<file path="config.mk">
export PLATFORM = sky130hd
export DESIGN_NAME = uart_arbiter
export DESIGN_NICKNAME = d
export VERILOG_FILES = /design/src/rtl/uart_arbiter.sv
export SDC_FILE = /design/constraint.sdc
export NUM_CORES = 1
export LEC_CHECK = 0
export ABC_AREA = 1
export CAP_MARGIN = 20
export CELL_PAD_IN_SITES_DETAIL_PLACEMENT = 1
export CELL_PAD_IN_SITES_GLOBAL_PLACEMENT = 1
export CORE_UTILIZATION = 26
export DETAILED_ROUTE_END_ITERATION = 16
export PLACE_DENSITY_LB_ADDON = 0.1
export SETUP_SLACK_MARGIN = 0.2
export SLEW_MARGIN = 20
export SYNTH_ARGS = -nofsm -noshare
export SYNTH_HDL_FRONTEND = slang
export SYNTH_SLANG_ARGS = --single-unit
export TNS_END_PERCENT = 1
</file>
<file path="constraint.sdc">
create_clock -name i_clock -period 1.5 [get_ports i_clock]
set_clock_uncertainty 0.2 [all_clocks]
set_input_delay 0.3 -clock i_clock [delete_from_list [all_inputs] [get_ports i_clock]]
set_output_delay 0.3 -clock i_clock [all_outputs]
set_load 0.005 [all_outputs]
</file>
<file path="src/rtl/uart_arbiter.sv">
// Two-master round-robin arbiter in front of a single UART register port.
// Optional abort of unanswered UART accesses when UART_ARB_TIMEOUT_EN is defined.
module uart_arbiter #(
    parameter int unsigned DATA_WIDTH     = 32,
    parameter int unsigned TIMEOUT_CYCLES = 1000000
) (
    input  logic                  i_clock,
    input  logic                  i_reset,
    input  logic                  i_m0_enable,
    input  logic                  i_m0_rw,
    input  logic [DATA_WIDTH-1:0] i_m0_wdata,
    output logic [DATA_WIDTH-1:0] o_m0_rdata,
    output logic                  o_m0_ready,
    input  logic                  i_m1_enable,
    input  logic                  i_m1_rw,
    input  logic [DATA_WIDTH-1:0] i_m1_wdata,
    output logic [DATA_WIDTH-1:0] o_m1_rdata,
    output logic                  o_m1_ready,
    output logic                  o_uart_enable,
    output logic                  o_uart_rw,
    output logic [DATA_WIDTH-1:0] o_uart_wdata,
    input  logic [DATA_WIDTH-1:0] i_uart_rdata,
    input  logic                  i_uart_ready
);

    typedef enum logic [2:0] {
        StIdle,
        StGrant0,
        StGrant1,
        StDone0,
        StDone1
    } state_e;

    state_e                  state_q, state_d;
    logic                    last_q, last_d;
    logic                    uart_en_q, uart_en_d;
    logic                    uart_rw_q, uart_rw_d;
    logic [DATA_WIDTH-1:0]   uart_wdata_q, uart_wdata_d;
    logic [DATA_WIDTH-1:0]   m0_rdata_q, m0_rdata_d;
    logic [DATA_WIDTH-1:0]   m1_rdata_q, m1_rdata_d;
    logic                    m0_ready_q, m0_ready_d;
    logic                    m1_ready_q, m1_ready_d;
    logic                    access_end;
    logic [DATA_WIDTH-1:0]   access_data;

`ifdef UART_ARB_TIMEOUT_EN
    localparam int unsigned CntWidth = $clog2(TIMEOUT_CYCLES + 1);

    logic [CntWidth-1:0] cnt_q, cnt_d;
    logic                timeout;

    assign timeout     = (cnt_q == CntWidth'(TIMEOUT_CYCLES - 1));
    assign access_end  = i_uart_ready || timeout;
    assign access_data = i_uart_ready ? i_uart_rdata : {DATA_WIDTH{1'b1}};

    // Held at zero in IDLE, which clears it on every grant entry.
    always_comb begin
        cnt_d = cnt_q;
        if (state_q == StIdle) begin
            cnt_d = '0;
        end else if (state_q == StGrant0 || state_q == StGrant1) begin
            cnt_d = cnt_q + CntWidth'(1);
        end
    end

    always_ff @(posedge i_clock) begin
        if (i_reset) begin
            cnt_q <= '0;
        end else begin
            cnt_q <= cnt_d;
        end
    end
`else
    assign access_end  = i_uart_ready;
    assign access_data = i_uart_rdata;
`endif

    always_comb begin
        state_d      = state_q;
        last_d       = last_q;
        uart_en_d    = uart_en_q;
        uart_rw_d    = uart_rw_q;
        uart_wdata_d = uart_wdata_q;
        m0_rdata_d   = m0_rdata_q;
        m1_rdata_d   = m1_rdata_q;
        m0_ready_d   = m0_ready_q;
        m1_ready_d   = m1_ready_q;

        unique case (state_q)
            StIdle: begin
                // With both requesting, the master not served last wins.
                if (i_m0_enable && (!i_m1_enable || last_q)) begin
                    state_d      = StGrant0;
                    uart_en_d    = 1'b1;
                    uart_rw_d    = i_m0_rw;
                    uart_wdata_d = i_m0_wdata;
                end else if (i_m1_enable) begin
                    state_d      = StGrant1;
                    uart_en_d    = 1'b1;
                    uart_rw_d    = i_m1_rw;
                    uart_wdata_d = i_m1_wdata;
                end
            end
            StGrant0: begin
                if (access_end) begin
                    state_d    = StDone0;
                    last_d     = 1'b0;
                    uart_en_d  = 1'b0;
                    m0_rdata_d = access_data;
                    m0_ready_d = 1'b1;
                end
            end
            StGrant1: begin
                if (access_end) begin
                    state_d    = StDone1;
                    last_d     = 1'b1;
                    uart_en_d  = 1'b0;
                    m1_rdata_d = access_data;
                    m1_ready_d = 1'b1;
                end
            end
            StDone0: begin
                if (!i_m0_enable) begin
                    state_d    = StIdle;
                    m0_ready_d = 1'b0;
                end
            end
            StDone1: begin
                if (!i_m1_enable) begin
                    state_d    = StIdle;
                    m1_ready_d = 1'b0;
                end
            end
            default: state_d = StIdle;
        endcase
    end

    always_ff @(posedge i_clock) begin
        if (i_reset) begin
            state_q      <= StIdle;
            last_q       <= 1'b1;
            uart_en_q    <= 1'b0;
            uart_rw_q    <= 1'b0;
            uart_wdata_q <= '0;
            m0_rdata_q   <= '0;
            m1_rdata_q   <= '0;
            m0_ready_q   <= 1'b0;
            m1_ready_q   <= 1'b0;
        end else begin
            state_q      <= state_d;
            last_q       <= last_d;
            uart_en_q    <= uart_en_d;
            uart_rw_q    <= uart_rw_d;
            uart_wdata_q <= uart_wdata_d;
            m0_rdata_q   <= m0_rdata_d;
            m1_rdata_q   <= m1_rdata_d;
            m0_ready_q   <= m0_ready_d;
            m1_ready_q   <= m1_ready_d;
        end
    end

    assign o_uart_enable = uart_en_q;
    assign o_uart_rw     = uart_rw_q;
    assign o_uart_wdata  = uart_wdata_q;
    assign o_m0_rdata    = m0_rdata_q;
    assign o_m1_rdata    = m1_rdata_q;
    assign o_m0_ready    = m0_ready_q;
    assign o_m1_ready    = m1_ready_q;

endmodule

</file>
==> impl_results.md <==
- TritonRoute pass-1 iters: 4
- Worst EP required: 1530 ps
- Fraction of layout cells with a size suffix above 1: around 50%
- Filler instances: between 1.5k and 2k
- Clock transition at path regs: around 70 ps
- Clock sink total: roughly 100
- CP Capture Type: register
- Gr usage total: a little under a fifth
- Critical Path Start Type: register
- Leak: between 2 and 3 nW
- Crit path top cell by count: a21oi_2
- Post-route cell area: about 7400 sq um
- WHS: approximately 190 ps
- Sum of buffers and inverters on the critical path: 3
- Core Region: around 16000 sq um
- Non-filler cells, final: 957
- Yosys reg bits: about 100
- Min Tclk post-route: 1506 ps
- # setup viols final: 4
- H-tree levels: 3
- Via density: between 4 and 5
- Hold Buf Count CTS: 0
- Hold Fails Final Rpt: 0
- Slew margin rel.: 67.59%
- Die area: around 17000 sq um
- Global route overflow: 0
- Yosys warns: 0
- Final Power: ~11 mW
- Logic pwr share: 44.3%
- Most frequent cells in the layout: 100 x clkdlybuf4s50_1, 98 x dfxtp_2, 77 x nand2_1
- CTS Buf Count: 9
- Final ANT Viol Nets: 0
- Failing checks: setup timing
- Max IR drop VDD: ~0.00058 V
- Max-slew violation count: 0
- Actual slew at the worst max-slew pin: ~490 ps
- Crit Path Max Fanout: 15
- Setup_tns: -15.45 ps
- Distinct cell type count after synthesis: 27
- Share of the synthesized area in the top cell type: about half
- Vias in the first global route: around 4.7k
- Maximum clock path buffer count: 2
- Worst path cell trace: buf_6 -> nor2_4 -> nand2_4 -> inv_4 -> nand2_8 -> buf_12 -> a21oi_2 -> a21oi_2
- Peak Freq: ~660 MHz
- Gpl congestion: 0.7769
- Placed Area: approximately 6700 sq um
- Internal power: slightly above 7 mW
- Clk_lat worst skew: between 300 and 400 ps
- Min-delay worst type: in -> reg
- Root Buffer: clkbuf_16
- Setup CP Type: reg -> reg
- Top area cells in the synthesized netlist: dfxtp_1 48%, a21oi_1 10%, nand2_1 7.0%, o21ai_1 7.0%, nand3_1 4.9%
- Area Overhead vs Synth: 72.45%
- Max_cap viols: 0
- Post-layout util: 46.31%
- Final nets: between 800 and 900
- Syn Std Cell Area: around 4300 sq um
- CP arrival: approximately 1500 ps
- Post-Synthesis Net Count: about 630
- RSZ-0062 raised after global routing: true
- Clock Power Share: a little over 20%
- Mean Syn Cell Area: between 8 and 9 sq um
- Initial antenna violation count: 0
- First-pass GRT wire length: 24.02 mm
- IO Port Bufs: between 200 and 250
- Chip Width: approximately 130 microns
- Detailed-route via count: between 4k and 5k
- Worst slack, placed: -434.4 ps
- CTS tree: built
- Largest net degree at the start of global routing: between 40 and 50
- Outcome: complete, but fails checks
- Switching power of the nets: 4.083 mW
- Register area share after synthesis: 48.46%
- CP max stage delay: 330 ps
- Height of the die: approximately 130 microns
- Ant. Diodes: 0
- Critical path's slowest cell: dfxtp_2
- Commonest non-fill, non-tap cell in the layout: clkdlybuf4s50_1
- Area leader, netlist: dfxtp_1
- # rows: 46
- Crit-path leading delay family: buffers and inverters
- Initial Util: between 20% and 30%
- Drt drc: 0
- Sequential Power Share: 35.4%
- Iter 0 DRT Violations: 73
- Post-Synthesis Cells: approximately 530
- Dpl hpwl: 10.76 mm
- Sw frac: 36.12%
- Placed cells: between 900 and 1k
- IO Count: ~200
- Crit share post-route: 100.4%
- Pwr Density: 1526 nW/um^2
- Routed WL per cell: approximately 17 microns
- Aggregate routed wire length: 16.03 mm
- Final worst setup slack: -6.149 ps
## worst reg2reg max path, delay by kind of cell, from the launching register on
kind                   cells  cell delay [ps]
AO/OA/AOI/OAI              2              190
buffers and inverters      3              390
flip-flops                 1              330
AND/OR/NAND/NOR            3              290
## repair_timing
item	4_1_cts	5_1_grt
gates resized for setup	593	46
setup endpoints to repair	204	200
setup buffers	1	2
cloned	0	4
pin swaps	83	34
## state kept, by name (all words and copies together), names as in the netlist
signal         cells
o_m1_ready         1
o_uart_enable      1
o_m0_ready         1
last_q             1
o_m0_rdata        32
o_uart_rw          1
o_uart_wdata      32
state_q            3
o_m1_rdata        32
## synthesized netlist by cell type, drive strengths merged
library cell	n
a21oi	104
dfxtp	104
nand2	83
nor2	77
o21ai	65
nand3	43
buf	26
clkbuf	14
inv	14
clkinv	1
## power by group through the flow
| stage | clock network, mW | logic, mW | registers [mW] |
|---|---|---|---|
| floorplan | 0 | 2.50 | 3.85 |
| global placement | 0 | 4.55 | 3.82 |
| detailed placement | 0 | 4.66 | 3.83 |
| CTS | 2.38 | 4.65 | 3.97 |
| global route | 2.47 | 5.48 | 4.08 |
| finish | 2.29 | 5.01 | 4.00 |
## layer usage
layer / GRT usage [%] / share of wire (%)
met1: 20.73 / 41
met2: 32.74 / 49
met3: 5.049 / 7.9
met4: 6.491 / 1.6
met5: 0 / 0
## final timing paths
check | start | to | slack (ps) | depth (start not counted)
worst min register to register | o_m0_rdata[21]$_SDFFE_PP0P_ | o_m0_rdata[21]$_SDFFE_PP0P_ | 260 | 2
worst min-delay path | i_reset | last_q$_SDFFE_PP1P_ | 190 | 4
worst max register to register | state_q[0]$_SDFFE_PP0P_ | o_uart_wdata[15]$_SDFFE_PP0P_ | -6 | 8
worst max-delay path | state_q[0]$_SDFFE_PP0P_ | o_uart_wdata[15]$_SDFFE_PP0P_ | -6 | 8
## area by class of cell
class / instances / area (sq um) / share of cell area (%)
flip-flops and latches: 104 / 2212 / 29.85
multi-input cells: 372 / 2173 / 29.33
clock buffers: 11 / 252.7 / 3.411
repair buffers: 232 / 2321 / 31.32
clock inverters: 4 / 30.03 / 0.4053
inverters: 15 / 116.4 / 1.570
well taps: 216 / 270.3 / 3.647
repair inverters: 3 / 33.78 / 0.4559
## cell families after synthesis
family / after synthesis / synth area share [%]
AOI/OAI and AO/OA: 169 / 21.43
buffers and inverters: 55 / 8.095
DFF: 104 / 48.46
and+or+nand+nor: 203 / 22.02
(Power assumes the default switching activity.)
